===== config.mk =====
export PLATFORM = sky130hd
export DESIGN_NAME = alu_seq
export DESIGN_NICKNAME = d
export VERILOG_FILES = /design/src/rtl/alu_seq.sv
export SDC_FILE = /design/constraint.sdc
export NUM_CORES = 1
export LEC_CHECK = 0
export ABC_AREA = 0
export BUFFER_PORTS_ARGS = -buffer_cell sky130_fd_sc_hd__buf_2
export CAP_MARGIN = 15
export CORE_ASPECT_RATIO = 0.8
export CORE_MARGIN = 3
export CORE_UTILIZATION = 38
export CTS_CLUSTER_SIZE = 14
export DETAILED_ROUTE_END_ITERATION = 10
export SLEW_MARGIN = 30
export SYNTH_ARGS = -nofsm -noshare
export SYNTH_HDL_FRONTEND = slang
export SYNTH_SLANG_ARGS = --single-unit

===== constraint.sdc =====
create_clock -name clk -period 3 [get_ports clk]
set_input_delay 0.6 -clock clk [delete_from_list [all_inputs] [get_ports clk]]
set_output_delay 0.6 -clock clk [all_outputs]
set_load 0.01 [all_outputs]

===== src/rtl/alu_seq.sv =====
// alu_seq: sequential WIDTH-bit ALU with valid/ready handshakes on both sides.
//
// Opcode {m,s1,s0}:
//   000 AND, 001 OR, 010 XOR, 011 NOT A,
//   100 ADD, 101 SUB, 110 MUL (unsigned, multi-cycle), 111 unsigned A<B.
//
// Ports:
//   clk, rst_n        rising-edge clock, asynchronous active-low reset
//   m, s1, s0         opcode
//   A, B              operands; for MUL, A is the multiplicand and B the multiplier
//   in_valid/in_ready input handshake; in_ready is high only in IDLE
//   out, out_hi       result; {out_hi, out} is the full product for MUL, out_hi=0 otherwise
//   carry, zero, ovf  status flags for the registered result
//   out_valid/out_ready output handshake; the result is held until it is taken
//
// Non-multiply ops register their result at the accept edge. MUL runs one
// shift-add iteration per cycle for WIDTH cycles, then registers the product.
module alu_seq #(
  parameter int WIDTH = 4
) (
  input  logic             clk,
  input  logic             rst_n,
  input  logic             m,
  input  logic             s1,
  input  logic             s0,
  input  logic [WIDTH-1:0] A,
  input  logic [WIDTH-1:0] B,
  input  logic             in_valid,
  output logic             in_ready,
  output logic [WIDTH-1:0] out,
  output logic [WIDTH-1:0] out_hi,
  output logic             carry,
  output logic             zero,
  output logic             ovf,
  output logic             out_valid,
  input  logic             out_ready
);

  typedef enum logic [2:0] {
    OP_AND = 3'b000,
    OP_OR  = 3'b001,
    OP_XOR = 3'b010,
    OP_NOT = 3'b011,
    OP_ADD = 3'b100,
    OP_SUB = 3'b101,
    OP_MUL = 3'b110,
    OP_CMP = 3'b111
  } op_e;

  typedef enum logic [1:0] {
    IDLE = 2'd0,
    MUL  = 2'd1,
    DONE = 2'd2
  } state_e;

  localparam int                CNT_W     = $clog2(WIDTH);
  localparam logic [CNT_W-1:0]  LAST_ITER = CNT_W'(WIDTH - 1);

  state_e state_q, state_d;
  op_e    op;
  logic   accept;

  assign op        = op_e'({m, s1, s0});
  assign in_ready  = (state_q == IDLE);
  assign out_valid = (state_q == DONE);
  assign accept    = in_valid && in_ready;

  // ---------------------------------------------------------------------------
  // Single-cycle datapath for every op except MUL
  // ---------------------------------------------------------------------------
  logic [WIDTH:0]   sum;
  logic [WIDTH:0]   diff;
  logic [WIDTH-1:0] res;
  logic             res_carry;
  logic             res_ovf;

  // NOTE: every signal written in always_comb gets a default first, so no path
  // through the case statement can leave it unassigned and infer a latch.
  always_comb begin
    sum       = {1'b0, A} + {1'b0, B};
    diff      = {1'b0, A} - {1'b0, B};
    res       = '0;
    res_carry = 1'b0;
    res_ovf   = 1'b0;
    case (op)
      OP_AND: res = A & B;
      OP_OR:  res = A | B;
      OP_XOR: res = A ^ B;
      OP_NOT: res = ~A;
      OP_ADD: begin
        res       = sum[WIDTH-1:0];
        res_carry = sum[WIDTH];
        // Operands of equal sign producing a result of the other sign.
        res_ovf   = (A[WIDTH-1] == B[WIDTH-1]) && (sum[WIDTH-1] != A[WIDTH-1]);
      end
      OP_SUB: begin
        res       = diff[WIDTH-1:0];
        // The extra bit of the widened difference is the borrow (A < B).
        res_carry = diff[WIDTH];
        res_ovf   = (A[WIDTH-1] != B[WIDTH-1]) && (diff[WIDTH-1] != A[WIDTH-1]);
      end
      OP_CMP: res = {{(WIDTH-1){1'b0}}, diff[WIDTH]};
      default: ;  // OP_MUL is handled by the iterative datapath
    endcase
  end

  // ---------------------------------------------------------------------------
  // Shift-add multiplier: the multiplicand shifts left and the multiplier
  // shifts right each cycle, so bit 0 of mplier is always the current bit.
  // ---------------------------------------------------------------------------
  logic [2*WIDTH-1:0] acc;
  logic [2*WIDTH-1:0] mcand;
  logic [2*WIDTH-1:0] acc_next;
  logic [WIDTH-1:0]   mplier;
  logic [CNT_W-1:0]   cnt;
  logic               last_iter;

  assign acc_next  = acc + (mplier[0] ? mcand : '0);
  assign last_iter = (cnt == LAST_ITER);

  // ---------------------------------------------------------------------------
  // FSM
  // ---------------------------------------------------------------------------
  always_comb begin
    state_d = state_q;
    case (state_q)
      IDLE: if (accept) state_d = (op == OP_MUL) ? MUL : DONE;
      MUL:  if (last_iter) state_d = DONE;
      DONE: if (out_ready) state_d = IDLE;
      default: state_d = IDLE;
    endcase
  end

  // NOTE: sequential state uses non-blocking assignments so every register
  // samples the values from before the clock edge, independent of statement order.
  always_ff @(posedge clk or negedge rst_n) begin
    if (!rst_n) state_q <= IDLE;
    else        state_q <= state_d;
  end

  always_ff @(posedge clk or negedge rst_n) begin
    if (!rst_n) begin
      out    <= '0;
      out_hi <= '0;
      carry  <= 1'b0;
      zero   <= 1'b0;
      ovf    <= 1'b0;
      acc    <= '0;
      mcand  <= '0;
      mplier <= '0;
      cnt    <= '0;
    end else begin
      case (state_q)
        IDLE: begin
          if (accept) begin
            if (op == OP_MUL) begin
              acc    <= '0;
              mcand  <= {{WIDTH{1'b0}}, A};
              mplier <= B;
              cnt    <= '0;
            end else begin
              out    <= res;
              out_hi <= '0;
              carry  <= res_carry;
              zero   <= (res == '0);
              ovf    <= res_ovf;
            end
          end
        end
        MUL: begin
          acc    <= acc_next;
          mcand  <= mcand << 1;
          mplier <= mplier >> 1;
          cnt    <= cnt + 1'b1;
          if (last_iter) begin
            out    <= acc_next[WIDTH-1:0];
            out_hi <= acc_next[2*WIDTH-1:WIDTH];
            carry  <= |acc_next[2*WIDTH-1:WIDTH];
            zero   <= (acc_next == '0);
            ovf    <= 1'b0;
          end
        end
        default: ;  // DONE: hold the result until it is taken
      endcase
    end
  end

endmodule


Word level (Yosys, flattened, before mapping) --
Index checks and enable logic that the tools add are counted.
Operators by class: equal/unequal tests 19, mux-type cells 41, add/sub/neg operators 4, bitwise gates (word level) 4, reduce and logical (&&, ||, !) cells 12
Operator list (number):
- 2-to-1 mux 8 bit | 5
- 2-to-1 mux 4 bit | 8
- case mux 8 bit (2 select lines) | 2
- case mux 4 bit (7 select lines) | 1
- case mux 4 bit (2 select lines) | 3
- == test 3 bit (second input constant) | 4
- 2-to-1 mux 2 bit | 6
- case mux 1 bit (2 select lines) | 5
- 2-to-1 mux 1 bit | 9
- adder 8 bit | 1
- zero test 8 bit | 1
- == test 3 x 2 -> 1 bit (second input constant) | 2
- inequality test 2 x 1 -> 1 bit (second input constant) | 3
- case mux 2 bit (3 select lines) | 1
- AND reduction 3 bit | 2
- adder 4 x 4 -> 5 bit | 1
- subtractor 4 x 4 -> 5 bit | 1
- bitwise AND 4 bit | 1
- == test 2 bit (second input constant) | 2
- zero test 4 bit | 1
- inequality test 2 bit (second input constant) | 2
- inverter 4 bit | 1
- bitwise OR 4 bit | 1
- case mux 2 bit (2 select lines) | 1
- other kinds (12) | 16
Storage, ports and cells: output and inout port bits 13, register bits 35, logic and storage cells 90

Longest topological paths before layout --
Gate-level depths: netlist (run 1).
depth in word-level cells 7, mapped depth 9, mapped depth without buffers 9

Worst setup path before layout (run 1) --
No wires, ideal clock.
path kind input-to-reg, start in A[0], end reg zero, stages 8, slack 0.575 ns, arrival time 2.295 ns, buffers on the path 0, cells stage by stage inv_1 ha_1 fa_1 mux4_2 o221ai_2 a2111oi_1 a41oi_1 o31ai_1
Between the ends: cells in the longest elaborated chain, start to end 6, elaborated cells on any way between the ends 11, those cells by class add/sub: 2; mux: 4; bitwise: 4; reduce/logical: 1
Ends and longest elaborated chain:
- start, declared | RTL line 26 | input logic [WIDTH-1:0] A,
- subtractor 4 x 4 -> 5 bit (tied with other cells) | RTL line 81 | diff = {1'b0, A} - {1'b0, B};
- case mux 4 bit (7 select lines) (*) | RTL line 85 | case (op)
- zero test 4 bit (*) | RTL line 165 | zero <= (res == '0);
- 2-to-1 mux 1 bit (*) | RTL line 156 | if (op == OP_MUL) begin
- 2-to-1 mux 1 bit (*) | RTL line 155 | if (accept) begin
- case mux 1 bit (2 select lines) (*) | RTL line 153 | case (state_q)
- end signal, assigned | RTL line 165
- end signal, assigned | RTL line 179 | zero <= (acc_next == '0);
- end, declared | RTL line 33 | output logic zero,
Mark *: on every way between the ends. The rest lies on a longest branch, timed or not. The select of a mux whose other input is x is not followed. A chain may end at the register's enable or synchronous reset.

Worst setup path after layout (run 1) --
start reg mplier[0], end reg carry
Between the ends: cells in the longest elaborated chain, start to end 5
Ends and longest elaborated chain:
- start, declared | RTL line 114 | logic [WIDTH-1:0] mplier;
- start signal, assigned | RTL line 173 | mplier <= mplier >> 1;
- 2-to-1 mux 8 bit | RTL line 118 | assign acc_next = acc + (mplier[0] ? mcand : '0);
- adder 8 bit | RTL line 118
- OR reduction 4 bit | RTL line 178 | carry <= |acc_next[2*WIDTH-1:WIDTH];
- 2-to-1 mux 1 bit | RTL line 175 | if (last_iter) begin
- case mux 1 bit (2 select lines) | RTL line 153
- end signal, assigned | RTL line 164 | carry <= res_carry;
- end signal, assigned | RTL line 178
- end, declared | RTL line 32 | output logic carry,
Every way passes these cells. The select of a mux whose other input is x is not followed.

==> reports/qor.txt, run 1 <==
Post-Syn Nets -> 295
Clock Pin Slew Worst Setup and Hold Paths -> 0.08 ns
final wirelength -> 5210 µm
ys flop type -> dfrtp_1
Slew @ Worst Pin -> 0.7675 ns
VDD IR-drop max -> 0.2204 mV
final hold vios -> 0
worst-path cell with the longest stage delay -> dfrtp_1
Rel. slew slack -> 48.83%
sequential cell area fraction in the yosys report -> 36.78%
initial antenna violation count -> 0
H-tree depth -> 2
Hold Path Class -> input port to asynchronous set/reset pin
# setup viols final -> 0
Synth Instances -> 257
crit path cell chain -> and2_1 > ha_1 > fa_1 > a211oi_2 > o21bai_1 > a21oi_1 > xor2_1 > nand3_1 > o221a_2
total power -> 1.937 mW
Post-synth ARST share -> 100.0%
post-synth design cell area -> 0.002381 mm²
clk_skew -> 0.005874 ns
share of cells above drive strength 1 -> 17.02%
DP Cell Count -> 355
DR WL/cell -> 14.35 µm
diodes inserted -> 0
total track usage -> 16.05%
Yosys cell types -> 46
largest net degree at the start of global routing -> 36
nets -> 319
CTS-repair resized insts -> 0
PortBufs -> 27
number of flops mapped to enable cells by yosys -> 0
Detailed Place HPWL -> 3983 µm
Ys Warns -> 0
synth-to-layout area growth -> 13.08%
Detailed Routing Iterations Pass 1 -> 4
Synth top area share -> 36.78%
endpoint class of the critical path -> register
Setup TNS -> 0 ns
FMAX -> 0.3908 GHz
vias in the first global route -> 1792
Slew Limit Fails -> 0
Req. time, crit path -> 3.18 ns
grt total ovfl -> 0
Critical Path AT -> 2.74 ns
Max FO, Critical Path -> 9
io pins -> 28
# Max-Cap Violations -> 0
DRC violations left -> 0
WL met3 -> 329 µm
R2R Path End -> carry
R2R Path Start -> mplier[0]
Setup WS post-layout -> 0.4414 ns
initial drt markers -> 136
RSZ-0062 raised after global routing -> false
number of post-CTS setup repair buffers -> 0
Synth area leaders -> dfrtp_1 37%, ha_1 11%, nand2_1 5.5%
maximum single-stage delay on the critical path -> 0.44 ns
area post-placement -> 0.002580 mm²
critical path class -> register to register
CTS root buf -> clkbuf_8
Cell Pwr Density -> 719.4 mW/mm²
Clock Sinks -> 35
syn avg cell area -> 9.265 µm²
R2R depth -> 9
Chip Width -> 94.50 µm
Met1 Wirelength -> 2696 µm
CTS tree -> done
Buffers & Inverters on Critical Path -> 0
Core Rows -> 25
Post-Layout Cell Count -> 363
Clock Path Buffers -> 2
status -> complete, no violations
vias per inst -> 5.185
Synth Register Bits -> 35
Core Box Area -> 0.005974 mm²
post-synth top area cell -> dfrtp_1
first-pass GRT wire length -> 9149 µm
Post-CTS Hold Fix Bufs -> 0
pre-CTS setup slack -> 0.3429 ns
P_leak -> 1.352 nW
period utilization -> 85.29%
Min Clock Period, post-route -> 2.559 ns
Die Ht -> 76.80 µm
die area -> 0.007258 mm²
DR WL met2 -> 2117 µm
GP Congestion -> 0.8746
initial core utilization -> 39.85%
post-route cell area -> 0.002693 mm²
clk_lat worst skew -> 0.29 ns
via count -> 1882
antenna viol nets, final -> 0
DR top layer -> met4
reg2reg setup slack -> 0.44 ns
Critical Path Start Type -> register
CP delay by family, top -> compound AO/OA/AOI/OAI gates
Num CTS Buffers -> 5
cells in the mapped netlist (3+ instances only):
| cell | n |
|---|---|
| xnor2_1 | 7 |
| nor2_1 | 15 |
| and2_1 | 8 |
| a22o_1 | 8 |
| inv_1 | 17 |
| xor2_1 | 4 |
| ha_1 | 20 |
| dfrtp_1 | 35 |
| a21oi_1 | 14 |
| o31ai_1 | 6 |
| fa_1 | 3 |
| mux2i_1 | 4 |
| nand3_1 | 3 |
| a21o_1 | 4 |
| nor3_1 | 4 |
| o21bai_1 | 4 |
| nand2b_1 | 4 |
| buf_2 | 5 |
| nand2_1 | 35 |
| o21ai_0 | 19 |
| clkbuf_1 | 6 |
report_power, final:
part,leakage (nW),switching (mW),internal [mW]
clock,0.0581,0.180,0.247
sequential,0.459,0.127,0.647
combinational,0.835,0.414,0.322
logic make-up after synthesis:
kind of cell | share of synthesized area, %
simple gates | 14.35
mux | 4.677
fa+ha+maj | 13.03
buf+inv | 5.465
flops | 36.78
compound gates | 21.65
xor+xnor | 4.046
through the flow:
stage | util (%) | hold slack [ns]
after CTS | 45.07 | 0.4084
after detailed placement | 43.18 | 0.4566
after global routing | 45.07 | 0.4535
final | 45.07 | 0.3787
after floorplan | - | 0.3044
after global placement | 43.18 | 0.4492
flip-flops by register name, summed over array words and instances (netlist names):
name,count
acc,8
carry,1
cnt,2
mcand,8
mplier,4
out,4
out_hi,4
ovf,1
state_q,2
zero,1
how the worst max path moves through the flow:
stage | cells after the start | slack, ns | end | startpoint
after floorplan | 8 | 0.57 | zero | A[0]
after global placement | 9 | 0.36 | zero | A[0]
after detailed placement | 9 | 0.34 | zero | A[0]
after CTS | 9 | 0.43 | carry | mplier[0]
after global routing | 9 | 0.25 | carry | mplier[0]
final | 9 | 0.44 | carry | mplier[0]
cell usage in the layout (no fill, tap or decap), types with 4 or more instances in the layout:
cell type,n
o21ai_0,19
xor2_1,4
ha_1,20
xnor2_1,7
mux2i_1,4
nand2b_1,4
dfrtp_1,35
clkbuf_8,5
buf_2,27
nor3_1,4
a22o_1,8
nand2_1,35
inv_1,17
o31ai_1,6
nor2_1,15
and2_1,8
a21o_1,4
a21oi_1,14
area by class of cell:
cell class,instances,area (µm²)
clock buffer,5,68.82
inverter,17,63.81
fill,581,3282
sequential,35,875.8
multi-input combinational,192,1381
tap,81,101.3
clock inverter,3,43.79
timing repair buffer,30,157.7
layer usage:
layer	up-vias	global-route usage (%)
met5	-	0
met4	0	5.908
met3	6	3.137
met2	47	20.89
met1	876	25.55
li1	953	-
No activity file was read; power rests on OpenSTA's default activity.
==> run 2: changes to the inputs <==
==> constraint.sdc (replaced) <==
create_clock -name clk -period 3 [get_ports clk]
set_input_delay 0.15 -clock clk [delete_from_list [all_inputs] [get_ports clk]]
set_output_delay 0.15 -clock clk [all_outputs]
set_load 0.01 [all_outputs]
==> run 2 against run 1 <==
Net effect:
- power increased by 0.15%
- fmax shrank 0.98%
- clock skew rose by 0.0061 ns
- critical endpoint unchanged
==> reports/qor.txt, run 2 (synthesized netlist as in run 1, its figures left out) <==
leading cell types in the layout, fill and taps excluded -> 35 x nand2_1, 35 x dfrtp_1, 27 x buf_2
io pins -> 28 (unchanged)
Sw Pwr -> 0.7214 mW (+0.14%)
final wirelength -> 5276 µm (+1.3%)
maximum single-stage delay on the critical path -> 0.44 ns (about the same)
period utilization -> 86.13% (+0.85 points)
DR WL/cell -> 14.49 µm (+0.99%)
final core utilization -> 45.24% (+0.17 points)
Num CTS Buffers -> 5 (unchanged)
Buffers & Inverters on Critical Path -> 0 (unchanged)
nets -> 320 (+0.31%)
Core Box Area -> 0.005974 mm² (unchanged)
final hold vios -> 0 (unchanged)
vias per inst -> 5.195 (+0.20%)
first-pass GRT wire length -> 8928 µm (-2.4%)
GP Congestion -> 0.8483 (-3.0%)
PortBufs -> 27 (unchanged)
FMAX -> 0.3870 GHz (-0.98%)
Clock Path Buffers -> 2 (unchanged)
CTS tree -> done
clk_lat worst skew -> 0.29 ns (about the same)
critical path class -> register to register
crit path cell chain -> and2_1 > ha_1 > fa_1 > a211oi_2 > o21bai_1 > a21oi_1 > xor2_1 > nand3_1 > o221a_2
GR Util met1 -> 23.50% (-2.1 points)
Cell Pwr Density -> 717.8 mW/mm² (-0.22%)
endpoint class of the critical path -> register
Int Pwr -> 1.218 mW (+0.16%)
Clock Pin Slew Worst Setup and Hold Paths -> 0.08 ns (about the same)
initial drt markers -> 139 (+2.2%)
Slew Limit Fails -> 0 (unchanged)
via count -> 1891 (+0.48%)
DP Cell Count -> 355 (unchanged)
CP delay by family, top -> compound AO/OA/AOI/OAI gates
largest net degree at the start of global routing -> 36 (unchanged)
synth-to-layout area growth -> 13.50%
Critical Path Start Type -> register
Clock Sinks -> 35 (unchanged)
Critical Path AT -> 2.76 ns (+0.02 ns)
Slew @ Worst Pin -> 0.7885 ns (+0.02093 ns)
Req. time, crit path -> 3.18 ns (about the same)
Hold Path Class -> input port to register
# Max-Cap Violations -> 0 (unchanged)
Detailed Routing Iterations Pass 1 -> 4 (unchanged)
die area -> 0.007258 mm² (unchanged)
total track usage -> 15.69% (-0.36 points)
# setup viols final -> 0 (unchanged)
diodes inserted -> 0 (unchanged)
reg2reg setup slack -> 0.42 ns (-0.03 ns)
register share of total power -> 39.8% (about the same)
initial core utilization -> 39.85% (unchanged)
Comb power frac -> 38.2% (+0.2 points)
DRC violations left -> 0 (unchanged)
Post-Layout Cell Count -> 364 (+0.28%)
biggest regs -> acc (8), mcand (8)
H-tree depth -> 2 (unchanged)
share of cells above drive strength 1 -> 16.96% (-0.060 points)
CTS root buf -> clkbuf_8
P_leak -> 1.356 nW (+0.31%)
clk_skew -> 0.01197 ns (+0.006099 ns)
number of post-CTS setup repair buffers -> 0 (unchanged)
sw frac -> 37.19% (about the same)
met3 usage -> 4.216% (+1.1 points)
initial antenna violation count -> 0 (unchanged)
clock share of power -> 22.0% (about the same)
Fillers -> 597 (+2.8%)
grt total ovfl -> 0 (unchanged)
busiest layer in global routing -> met1
Chip Width -> 94.50 µm (unchanged)
Min Clock Period, post-route -> 2.584 ns (+0.02537 ns)
antenna viol nets, final -> 0 (unchanged)
Max FO, Critical Path -> 9 (unchanged)
worst-path cell with the longest stage delay -> dfrtp_1
status -> complete, no violations
Core Rows -> 25 (unchanged)
Setup TNS -> 0 ns (unchanged)
GRT met2 Usage -> 21.95% (+1.1 points)
Die Ht -> 76.80 µm (unchanged)
Detailed Place HPWL -> 3961 µm (-0.54%)
Rel. slew slack -> 47.44% (-1.4 points)
VDD IR-drop max -> 0.2453 mV (+11%)
RSZ-0062 raised after global routing -> false
area post-placement -> 0.002580 mm² (unchanged)
vias in the first global route -> 1812 (+1.1%)
post-route cell area -> 0.002703 mm² (+0.37%)
run 2: changes by cell type in the layout (fill, tap and decap cells not counted):
| cell | change |
|---|---|
| dlygate4sd3_1 | +1 |
run 2: power groups by stage:
| stage | logic [mW] | clock network, mW | registers (mW) |
|---|---|---|---|
| finish | 0.741 | 0.426 | 0.772 |
| global route | 0.844 | 0.464 | 0.796 |
| CTS | 0.747 | 0.443 | 0.774 |
| detailed placement | 0.743 | 0 | 0.780 |
| global placement | 0.729 | 0 | 0.777 |
| floorplan | 0.522 | 0 | 0.770 |
run 2: metal layers:
layer | vias up | wire length, µm
met2 | 61 | 2165
li1 | 951 | -
met1 | 874 | 2694
met3 | 5 | 359
met4 | 0 | 57
met5 | - | 0
run 2: area by class of cell:
class / instances / area, µm² / area share [%]
clock buffers: 5 / 68.82 / 2.546
clock inverters: 3 / 43.79 / 1.620
inverters: 17 / 63.81 / 2.361
multi-input cells: 192 / 1381 / 51.11
flip-flops and latches: 35 / 875.8 / 32.41
well taps: 81 / 101.3 / 3.750
repair buffers: 31 / 167.7 / 6.204
run 2: repair_timing:
action	4_1_cts	5_1_grt
hold endpoints to repair	35	0
resized for setup	0	0
hold buffers	1	0
run 2: per-stage QoR:
step,setup slack (ns),hold slack (ns),power [mW]
2_1_floorplan,0.6416,-0.1456,1.292
3_3_place_gp,0.4993,0.2796,1.506
3_5_place_dp,0.4329,0.2859,1.523
4_1_cts,0.4180,0.05051,1.964
5_1_grt,0.1683,0.06642,2.104
6_report,0.4160,0.05289,1.940
run 2: path summary, 6_finish.rpt:
check | start | endpoint | cells after the start
worst max-delay path | mplier[0] | carry | 9
worst min-delay path | out_ready | state_q[1] | 2
worst max register to register | mplier[0] | carry | 9
worst min register to register | out_hi[0] | out_hi[0] | 2
max in group asynchronous | rst_n | mplier[3] | 2
min in group asynchronous | rst_n | out[0] | 2
